[src/rtl/pipe_pkg.sv]
// Shared encodings for the pipeline M stage: write-back select, funct3 access modes,
// LSU state and the alignment check.
package pipe_pkg;

  typedef enum logic [1:0] {
    WbAlu  = 2'b00,
    WbLoad = 2'b01,
    WbPc4  = 2'b10,
    WbRsvd = 2'b11
  } wb_sel_e;

  localparam logic [2:0] ModeB  = 3'b000;
  localparam logic [2:0] ModeH  = 3'b001;
  localparam logic [2:0] ModeW  = 3'b010;
  localparam logic [2:0] ModeBu = 3'b100;
  localparam logic [2:0] ModeHu = 3'b101;

  typedef enum logic [1:0] {
    StIdle  = 2'b00,
    StReq   = 2'b01,
    StWaitR = 2'b10
  } lsu_state_e;

  // Size is carried by mode[1:0]; the sign bit never affects alignment.
  function automatic logic is_misaligned(input logic [1:0] size, input logic [1:0] off);
    return ((size == 2'b01) && off[0]) || ((size == 2'b10) && (off != 2'b00));
  endfunction

endpackage

[src/rtl/mem_stage_lsu_if.sv]
// Data-memory bus between the M-stage LSU (master) and the memory system (slave).
interface mem_stage_lsu_if #(
    parameter int unsigned ADDR_W = 30
);
  logic              mem_req;
  logic              mem_we;
  logic [ADDR_W-1:0] mem_addr;
  logic [31:0]       mem_wdata;
  logic [3:0]        mem_bmask;
  logic              mem_gnt;
  logic              mem_rvalid;
  logic [31:0]       mem_rdata;

  modport master (
    output mem_req, mem_we, mem_addr, mem_wdata, mem_bmask,
    input  mem_gnt, mem_rvalid, mem_rdata
  );

  modport slave (
    input  mem_req, mem_we, mem_addr, mem_wdata, mem_bmask,
    output mem_gnt, mem_rvalid, mem_rdata
  );
endinterface

[src/rtl/lsu_align.sv]
// Combinational byte-lane logic: store data replication and byte mask, load lane
// extraction with sign/zero extension.
module lsu_align
  import pipe_pkg::*;
(
  input  logic [1:0]  st_size_i,
  input  logic [1:0]  st_off_i,
  input  logic [31:0] st_data_i,
  input  logic [2:0]  ld_mode_i,
  input  logic [1:0]  ld_off_i,
  input  logic [31:0] ld_rdata_i,
  output logic [31:0] wdata_o,
  output logic [3:0]  bmask_o,
  output logic [31:0] ld_data_o
);

  logic [31:0] shifted;

  always_comb begin
    wdata_o = st_data_i;
    bmask_o = 4'b1111;
    unique case (st_size_i)
      2'b00: begin
        wdata_o = {4{st_data_i[7:0]}};
        bmask_o = 4'b0001 << st_off_i;
      end
      2'b01: begin
        wdata_o = {2{st_data_i[15:0]}};
        bmask_o = 4'b0011 << st_off_i;
      end
      default: begin
        wdata_o = st_data_i;
        bmask_o = 4'b1111;
      end
    endcase
  end

  always_comb begin
    shifted   = ld_rdata_i >> {ld_off_i, 3'b000};
    ld_data_o = shifted;
    unique case (ld_mode_i)
      ModeB:   ld_data_o = {{24{shifted[7]}}, shifted[7:0]};
      ModeH:   ld_data_o = {{16{shifted[15]}}, shifted[15:0]};
      ModeBu:  ld_data_o = {24'h000000, shifted[7:0]};
      ModeHu:  ld_data_o = {16'h0000, shifted[15:0]};
      default: ld_data_o = shifted;
    endcase
  end

endmodule

[src/rtl/mem_stage_lsu.sv]
// M-stage load/store unit: bus request FSM, pipeline stall generation and the M->W
// register feeding the register-file write port and forwarding.
module mem_stage_lsu
  import pipe_pkg::*;
#(
  parameter int unsigned ADDR_W = 30
) (
  input  logic                clk,
  input  logic                rst_n,
  input  logic                rd_wr_enM,
  input  logic [1:0]          wb_selM,
  input  logic                mem_wr_enM,
  input  logic [2:0]          data_modeM,
  input  logic [31:0]         alu_dataM,
  input  logic [31:0]         FW_bM,
  input  logic [31:0]         pc4M,
  input  logic [4:0]          rd_addrM,
  mem_stage_lsu_if.master     bus,
  output logic                stall_mem,
  output logic                rd_wr_enW,
  output logic [4:0]          rd_addrW,
  output logic [31:0]         wb_dataW,
  output logic                misalign_errW
);

  lsu_state_e  state_q, state_d;
  logic [1:0]  off_q, off_d;
  logic [2:0]  mode_q, mode_d;

  logic        mem_op, misalign, aligned_op;
  logic        req, retire;
  logic [31:0] ld_data, wb_data_d;

  logic        rd_wr_en_w_q, misalign_w_q;
  logic [4:0]  rd_addr_w_q;
  logic [31:0] wb_data_w_q;

  lsu_align u_align (
    .st_size_i  (data_modeM[1:0]),
    .st_off_i   (alu_dataM[1:0]),
    .st_data_i  (FW_bM),
    .ld_mode_i  (mode_q),
    .ld_off_i   (off_q),
    .ld_rdata_i (bus.mem_rdata),
    .wdata_o    (bus.mem_wdata),
    .bmask_o    (bus.mem_bmask),
    .ld_data_o  (ld_data)
  );

  always_comb begin
    mem_op     = mem_wr_enM | (wb_selM == WbLoad);
    misalign   = mem_op & is_misaligned(data_modeM[1:0], alu_dataM[1:0]);
    aligned_op = mem_op & ~misalign;

    state_d = state_q;
    off_d   = off_q;
    mode_d  = mode_q;
    req     = 1'b0;
    retire  = 1'b1;

    unique case (state_q)
      StIdle: begin
        req = aligned_op;
        if (aligned_op) begin
          retire = 1'b0;
          if (bus.mem_gnt) begin
            off_d  = alu_dataM[1:0];
            mode_d = data_modeM;
            if (mem_wr_enM) retire = 1'b1;
            else            state_d = StWaitR;
          end else begin
            state_d = StReq;
          end
        end
      end
      StReq: begin
        req    = 1'b1;
        retire = 1'b0;
        if (bus.mem_gnt) begin
          off_d  = alu_dataM[1:0];
          mode_d = data_modeM;
          if (mem_wr_enM) begin
            retire  = 1'b1;
            state_d = StIdle;
          end else begin
            state_d = StWaitR;
          end
        end
      end
      StWaitR: begin
        retire = 1'b0;
        if (bus.mem_rvalid) begin
          retire  = 1'b1;
          state_d = StIdle;
        end
      end
      default: state_d = StIdle;
    endcase
  end

  // Request and stall are forced low while reset is held, independent of the M inputs.
  assign bus.mem_req  = req & rst_n;
  assign bus.mem_we   = mem_wr_enM;
  assign bus.mem_addr = alu_dataM[ADDR_W+1:2];
  assign stall_mem    = aligned_op & ~retire & rst_n;

  always_comb begin
    unique case (wb_selM)
      WbLoad:  wb_data_d = ld_data;
      WbPc4:   wb_data_d = pc4M;
      default: wb_data_d = alu_dataM;
    endcase
  end

  always_ff @(posedge clk or negedge rst_n) begin
    if (!rst_n) begin
      state_q <= StIdle;
      off_q   <= 2'b00;
      mode_q  <= 3'b000;
    end else begin
      state_q <= state_d;
      off_q   <= off_d;
      mode_q  <= mode_d;
    end
  end

  always_ff @(posedge clk or negedge rst_n) begin
    if (!rst_n) begin
      rd_wr_en_w_q <= 1'b0;
      rd_addr_w_q  <= 5'd0;
      wb_data_w_q  <= 32'd0;
      misalign_w_q <= 1'b0;
    end else if (retire) begin
      rd_wr_en_w_q <= rd_wr_enM & ~misalign;
      rd_addr_w_q  <= rd_addrM;
      wb_data_w_q  <= wb_data_d;
      misalign_w_q <= misalign;
    end else begin
      rd_wr_en_w_q <= 1'b0;
      misalign_w_q <= 1'b0;
    end
  end

  assign rd_wr_enW     = rd_wr_en_w_q;
  assign rd_addrW      = rd_addr_w_q;
  assign wb_dataW      = wb_data_w_q;
  assign misalign_errW = misalign_w_q;

endmodule
[src/flat_wrapper.sv]
// flat-port wrapper written by rule: the top's interface ports become plain ports
module mem_stage_lsu_flat import pipe_pkg::*;
#(
  parameter int unsigned ADDR_W = 30
)
  (clk, rst_n, rd_wr_enM, wb_selM, mem_wr_enM, data_modeM, alu_dataM, FW_bM, pc4M, rd_addrM, stall_mem, rd_wr_enW, rd_addrW, wb_dataW, misalign_errW, bus_mem_req, bus_mem_we, bus_mem_addr, bus_mem_wdata, bus_mem_bmask, bus_mem_gnt, bus_mem_rvalid, bus_mem_rdata);
  mem_stage_lsu_if #(.ADDR_W(ADDR_W)) bus_i ();
  input  logic clk;
  input  logic rst_n;
  input  logic rd_wr_enM;
  input  logic [1:0] wb_selM;
  input  logic mem_wr_enM;
  input  logic [2:0] data_modeM;
  input  logic [31:0] alu_dataM;
  input  logic [31:0] FW_bM;
  input  logic [31:0] pc4M;
  input  logic [4:0] rd_addrM;
  output logic stall_mem;
  output logic rd_wr_enW;
  output logic [4:0] rd_addrW;
  output logic [31:0] wb_dataW;
  output logic misalign_errW;
  output wire logic [$bits(bus_i.mem_req)-1:0] bus_mem_req;
  output wire logic [$bits(bus_i.mem_we)-1:0] bus_mem_we;
  output wire logic [$bits(bus_i.mem_addr)-1:0] bus_mem_addr;
  output wire logic [$bits(bus_i.mem_wdata)-1:0] bus_mem_wdata;
  output wire logic [$bits(bus_i.mem_bmask)-1:0] bus_mem_bmask;
  input wire logic [$bits(bus_i.mem_gnt)-1:0] bus_mem_gnt;
  input wire logic [$bits(bus_i.mem_rvalid)-1:0] bus_mem_rvalid;
  input wire logic [$bits(bus_i.mem_rdata)-1:0] bus_mem_rdata;
  assign bus_mem_req = bus_i.mem_req;
  assign bus_mem_we = bus_i.mem_we;
  assign bus_mem_addr = bus_i.mem_addr;
  assign bus_mem_wdata = bus_i.mem_wdata;
  assign bus_mem_bmask = bus_i.mem_bmask;
  assign bus_i.mem_gnt = bus_mem_gnt;
  assign bus_i.mem_rvalid = bus_mem_rvalid;
  assign bus_i.mem_rdata = bus_mem_rdata;
  mem_stage_lsu #(.ADDR_W(ADDR_W)) u_core (.clk(clk), .rst_n(rst_n), .rd_wr_enM(rd_wr_enM), .wb_selM(wb_selM), .mem_wr_enM(mem_wr_enM), .data_modeM(data_modeM), .alu_dataM(alu_dataM), .FW_bM(FW_bM), .pc4M(pc4M), .rd_addrM(rd_addrM), .bus(bus_i), .stall_mem(stall_mem), .rd_wr_enW(rd_wr_enW), .rd_addrW(rd_addrW), .wb_dataW(wb_dataW), .misalign_errW(misalign_errW));
endmodule
[config.mk]
export PLATFORM = sky130hd
export DESIGN_NAME = mem_stage_lsu_flat
export DESIGN_NICKNAME = d
export VERILOG_FILES = /design/src/rtl/pipe_pkg.sv /design/src/rtl/mem_stage_lsu_if.sv /design/src/rtl/lsu_align.sv /design/src/rtl/mem_stage_lsu.sv /design/src/flat_wrapper.sv
export SDC_FILE = /design/constraint.sdc
export NUM_CORES = 1
export LEC_CHECK = 0
export ABC_AREA = 1
export ABC_CLOCK_PERIOD_IN_PS = 1300
export CAP_MARGIN = 20
export CORE_ASPECT_RATIO = 1.5
export CORE_MARGIN = 1
export CORE_UTILIZATION = 34
export DETAILED_ROUTE_END_ITERATION = 10
export GPL_ROUTABILITY_DRIVEN = 0
export GPL_TIMING_DRIVEN = 0
export PLACE_DENSITY = 0.77
export SLEW_MARGIN = 40
export SYNTH_ARGS = -nofsm -noshare
export SYNTH_HDL_FRONTEND = slang
export SYNTH_SLANG_ARGS = --single-unit
[constraint.sdc]
create_clock -name clk -period 1.3 [get_ports clk]
set_input_delay 0.13 -clock clk [delete_from_list [all_inputs] [get_ports clk]]
set_output_delay 0.13 -clock clk [all_outputs]
set_load 0.05 [all_outputs]
; ---- Yosys cells after proc, flatten, opt, wreduce, memory -nomap -nowiden
; Cells that the tools add are included.
[totals]
regBits = 46
inputBits = 144
output_inout_bits = 108
elab_cells = 67
[op_classes]
eq_ne = 13
shift = 3
muxes = 25
bitwise_logic = 9
n_reduce_logical = 10
[op_table]
columns = operator, count
row1 = 32-bit case mux with 2 select lines, 2
row2 = 32-bit case mux with 4 select lines, 1
row3 = 32-bit by 5-bit right shift with 32-bit output, 1
row4 = 2-bit 2-to-1 mux, 8
row5 = 4-bit case mux with 2 select lines, 1
row6 = 1-bit AND, 6
row7 = 2-bit by 1-bit == test with 1-bit output (second input constant), 3
row8 = 2-bit == test (second input constant), 3
row9 = 3-bit == test (second input constant), 2
row10 = 1-bit 2-to-1 mux, 6
row11 = 3-bit 2-to-1 mux, 2
row12 = 2-bit case mux with 3 select lines, 1
row13 = 3-bit case mux with 2 select lines, 1
row14 = 2-bit logical NOT, 2
row15 = 2-bit != test (second input constant), 2
row16 = 2-bit case mux with 2 select lines, 1
row17 = 4-bit AND reduction, 1
row18 = 2-bit nonzero test, 2
row19 = 1-bit by 2-bit << shifter with 4-bit output (first input constant), 1
row20 = 2-bit by 2-bit << shifter with 4-bit output (first input constant), 1
row21 = 3-bit by 1-bit == test with 1-bit output (second input constant), 1
row22 = 3-bit logical NOT, 1
row23 = 3-bit != test (second input constant), 1
row24 = 1-bit case mux with 3 select lines, 1
row25 = other kinds (7), 9

; ---- Logic depth before layout (Yosys ltp)
[depth]
ltp_word = 11
depth_mapped = 12
ltp_nobuf = 10

; ---- By module
; Synthesis repeated with hierarchy kept, for this count alone.
[hier_totals]
cells_unflattened = 662
area_unflattened_um2 = 4244.1
[modules_own_cells]
columns = module, n_inst, cells_each, area_per_inst_um2, seq_area_each_um2
row1 = mem_stage_lsu, 1, 406, 2929.1, 1151.1
row2 = lsu_align, 1, 256, 1315.0, 0.0

; ---- Worst setup path before layout
; OpenSTA, ideal clock, no wires.
[synth_timing]
path_type = in2out
startpoint = in wb_selM[1]
endpoint = out stall_mem
t_arrival_ps = 2151
required_time_ps = 1170
setup_slack_ps = -981
stages = 10
n_path_buf = 2
cell_sequence = inv_1 ha_1 buf_4 inv_2 nand2_1 nand4_2 nand2_4 nand2_4 buf_2 nor3_1
[synth_via]
elab_chain_cells = 10
[synth_rtl]
columns = element, line
row1 = "start, declared", flat_wrapper.sv:11  ; input logic [1:0] wb_selM;
row2 = 2-bit by 1-bit == test with 1-bit output (*), mem_stage_lsu.sv:51  ; mem_op = mem_wr_enM | (wb_selM == WbLoad);
row3 = 1-bit OR (*), mem_stage_lsu.sv:51
row4 = 1-bit AND, mem_stage_lsu.sv:52  ; misalign = mem_op & is_misaligned(data_modeM[1:0], alu_dataM[1:0]);
row5 = 1-bit inverter, mem_stage_lsu.sv:53  ; aligned_op = mem_op & ~misalign;
row6 = 1-bit AND (*), mem_stage_lsu.sv:53
row7 = 1-bit 2-to-1 mux, mem_stage_lsu.sv:64  ; if (aligned_op) begin
row8 = 1-bit case mux with 3 select lines, mem_stage_lsu.sv:61  ; unique case (state_q)
row9 = 1-bit inverter, mem_stage_lsu.sv:105  ; assign stall_mem = aligned_op & ~retire & rst_n;
row10 = 1-bit AND (*) (2 in series), mem_stage_lsu.sv:105
row11 = "end, declared", flat_wrapper.sv:18  ; output logic stall_mem;
; Every way passes the cells marked *; elsewhere a longest branch is shown, timed or not.

; ---- Worst setup path in the final report
[layout_timing]
startpoint = reg u_core.state_q[0]
endpoint = out stall_mem
[layout_via]
elab_chain_cells = 5
word_cells_on_any_way = 7
classes_between = 2 x eq/ne / 1 x mux / 3 x bitwise / 1 x reduce/logical
[layout_rtl]
columns = element, line
row1 = "start, declared", mem_stage_lsu.sv:26  ; lsu_state_e state_q, state_d;
row2 = "start signal, assigned", mem_stage_lsu.sv:117  ; state_q <= StIdle;
row3 = "start signal, assigned", mem_stage_lsu.sv:121  ; state_q <= state_d;
row4 = 2-bit == test (tied with other cells), mem_stage_lsu.sv:61
row5 = 1-bit case mux with 3 select lines (*), mem_stage_lsu.sv:61
row6 = 1-bit inverter (*), mem_stage_lsu.sv:105
row7 = 1-bit AND (*) (2 in series), mem_stage_lsu.sv:105
; Marks and branches as above.

==> impl_metrics.json <==
{
  "finalSetupViolations": 43,
  "synth-main-ff-cell": "dfrtp_1",
  "ys_types": 29,
  "required_ns": 1.17,
  "violations": "negative setup slack",
  "stdcell_area_um2": 8240,
  "htreeDepth": 2,
  "power_switching_share_pct": 53.7,
  "top_layer_used": "met4",
  "critical_path_class": "reg2out",
  "crit_path_frequent_cell": "buf_6",
  "clkPwrFrac_pct": 8.9,
  "min_path_type": "in2reg",
  "fmax_ghz": 0.572,
  "core-area_um2": 11500,
  "start_util_pct": 34.8,
  "grt_pass1_vias": 5973,
  "tightest_slew_ns": 0.587,
  "antenna_found_initial": 0,
  "io_buffers": 250,
  "grt_overflow": 0,
  "finalNetCount": 1118,
  "drt-total-wl_um": 20700,
  "p_int_mw": 7.84,
  "clk_pin_slew_ns": 0.07,
  "hpwl_um": 13700,
  "power_density_nw_per_um2": 2060,
  "post-route-util_pct": 71.5,
  "crit_fanout": 4,
  "route.met2.wl_um": 11200,
  "p_seq_share_pct": 15.4,
  "synth_cells": 663,
  "synthArstFlopShare_pct": 100,
  "maxCapViolCount": 0,
  "vias_per_cell": 5.27,
  "min_period_ns": 1.75,
  "ant_nets": 0,
  "endpoint_kind": "primary output",
  "final-max-slew-violation-count": 0,
  "whs_ns": 0.169,
  "arrival_ns": 1.62,
  "cts_max_path_buffers": 2,
  "final_common_cell": "nand2_1",
  "drc_errors": 0,
  "critical_path.top_delay_family": "flip-flops",
  "layout-drive-gt1-share_pct": 43.7,
  "p_leak_nw": 3.96,
  "io_pins": 252,
  "final_hold_viol_count": 0,
  "critPathLaunchType": "flop",
  "place_inst": 1064,
  "ys_seq_area_share_pct": 28.7,
  "drtIter0Drc": 497,
  "num_rows": 48,
  "fin_setup_tns_ns": -10.73,
  "outcome": "finished with violations",
  "power_mw": 16.9,
  "grt_max_degree": 29,
  "worstPathCellList": "nor2_4 -> o22a_1 -> buf_6 -> nand2_8 -> buf_8 -> nor3_4 -> buf_6",
  "routedWlPerCell_um": 18.4,
  "synth_edf_count": 0,
  "power_frac_comb_pct": 75.7,
  "crit_buf_inv": 3,
  "slowest_stage": "dfrtp_2",
  "dp_worst_setup_slack_ns": -1.53,
  "die_area_um2": 12300,
  "rsz0062_at_grt": "yes",
  "num_vias": 5921,
  "cts_buffers": 5,
  "grt_usage_pct": 31.6,
  "die_h_um": 135,
  "layoutNonFillerInstCount": 1123,
  "syn-cell-area_um2": 4010,
  "syn-num-nets": 809,
  "ys_warn_count": 0,
  "placed_area_um2": 6870,
  "ctsRootBufferMaster": "clkbuf_16",
  "m1WireLength_um": 6710,
  "dieWidth_um": 90.7,
  "finClkSkew_ns": 0.00296,
  "power_switching_mw": 9.09,
  "cts_tree": "yes",
  "wl_met3_um": 1510,
  "cpPeakStageDelay_ns": 0.45,
  "clk_latency_ns": 0.30,
  "finalCritPeriodShare_pct": 134,
  "relSlewSlack_pct": 60.9,
  "drt-pass1-iter-count": 5,
  "area_growth_pct": 105,
  "ir_worst_vdd_mv": 0.862,
  "mostFrequentLayoutCells": "209 x nand2_1, 134 x clkdlybuf4s50_1, 63 x buf_4, 62 x nand2_2, 46 x a21oi_1",
  "post-route-worst-setup-slack_ns": -0.448,
  "synth.avg_cell_area_um2": 6.05,
  "grt_pass1_wl_um": 29800,
  "num_antenna_cells": 0,
  "synth-seq-cells": 46,
  "reg2reg_slack_ns": -0.33,
  "clock-sinks": 46
}
-- power groups by stage --
stage	Combinational (mW)	Clock (mW)	Sequential, mW
after floorplan	4.29	0	4.49
final	12.8	1.51	2.60
after global placement	9.30	0	2.49
after detailed placement	9.37	0	2.51
after global routing	13.4	1.57	2.66
after CTS	11.6	1.50	2.49
-- final timing paths --
kind / cells past startpoint / to / start
worst min-delay path: 3 / u_core.mode_q[0]$_DFFE_PN0P_ / data_modeM[0]
min in group asynchronous: 3 / u_core.wb_dataW[18]$_DFFE_PN0P_ / rst_n
max in group asynchronous: 3 / u_core.wb_dataW[28]$_DFFE_PN0P_ / rst_n
worst max register to register: 10 / u_core.wb_dataW[7]$_DFFE_PN0P_ / u_core.state_q[0]$_DFFE_PN0P_
worst max-delay path: 7 / stall_mem / u_core.state_q[0]$_DFFE_PN0P_
worst min register to register: 2 / u_core.rd_addrW[2]$_DFFE_PN0P_ / u_core.rd_addrW[2]$_DFFE_PN0P_
-- Yosys cell counts (2+ instances only) --
cell type | instances | area (um2)
nand2_1 | 298 | 1120
a21oi_1 | 67 | 335
nand3_1 | 61 | 305
dfrtp_1 | 46 | 1150
buf_4 | 45 | 338
nor2_1 | 28 | 105
o21ai_0 | 26 | 130
clkbuf_1 | 22 | 82.6
inv_1 | 16 | 60.1
buf_2 | 9 | 45.0
o21ai_1 | 8 | 40.0
or2_2 | 7 | 43.8
inv_2 | 5 | 18.8
buf_6 | 4 | 45.0
o211ai_1 | 3 | 22.5
ha_1 | 2 | 25.0
nand2_2 | 2 | 12.5
nand2_4 | 2 | 22.5
nand3_4 | 2 | 35.0
-- cells by family (layout without fill, tap and decap cells) --
| kind of cell | Yosys count | count (layout) | synth area share (%) |
|---|---|---|---|
| and+or+nand+nor | 404 | 404 | 41.8 |
| DFF | 46 | 46 | 28.7 |
| AOI/OAI and AO/OA | 109 | 109 | 14.1 |
| buffers and inverters | 102 | 412 | 14.8 |
| adders and majority gates | 2 | 2 | 0.623 |
-- area by class of cell --
| cell class | count | area [um2] |
|---|---|---|
| plain buffers | 78 | 629 |
| clock buffers | 6 | 129 |
| clock inverters | 2 | 37.5 |
| fillers | 906 | 3290 |
| inverters | 22 | 116 |
| multi-input cells | 515 | 3040 |
| flip-flops and latches | 46 | 1150 |
| well taps | 150 | 188 |
| repair buffers | 303 | 2940 |
| repair inverters | 1 | 11.3 |
-- sequential cells by signal (all words and copies together) (netlist names) --
register,cells
u_core.mode_q,3
u_core.wb_dataW,32
u_core.misalign_errW,1
u_core.off_q,2
u_core.state_q,2
u_core.rd_wr_enW,1
u_core.rd_addrW,5
-- per-layer routing --
metal	GRT usage, %	up-vias
li1	-	2718
met1	29.8	2748
met2	61.4	363
met3	6.42	92
met4	19.2	0
met5	0	-
-- worst register-to-register path, delay by kind of cell, from the launching register on --
family	cells	cell delay, ns
flops	1	0.45
simple gates	3	0.23
compound gates	2	0.26
buf+inv	5	0.60
-- timing repair --
action,4_1_cts,5_1_grt
endpoints found under the hold margin,18,18
pin swaps,31,45
resized for setup,483,206
hold buffers,3,1
endpoints found under the setup margin,153,89
setup buffers,40,7
cloned,8,1
Power figures use the tool's default switching activity.
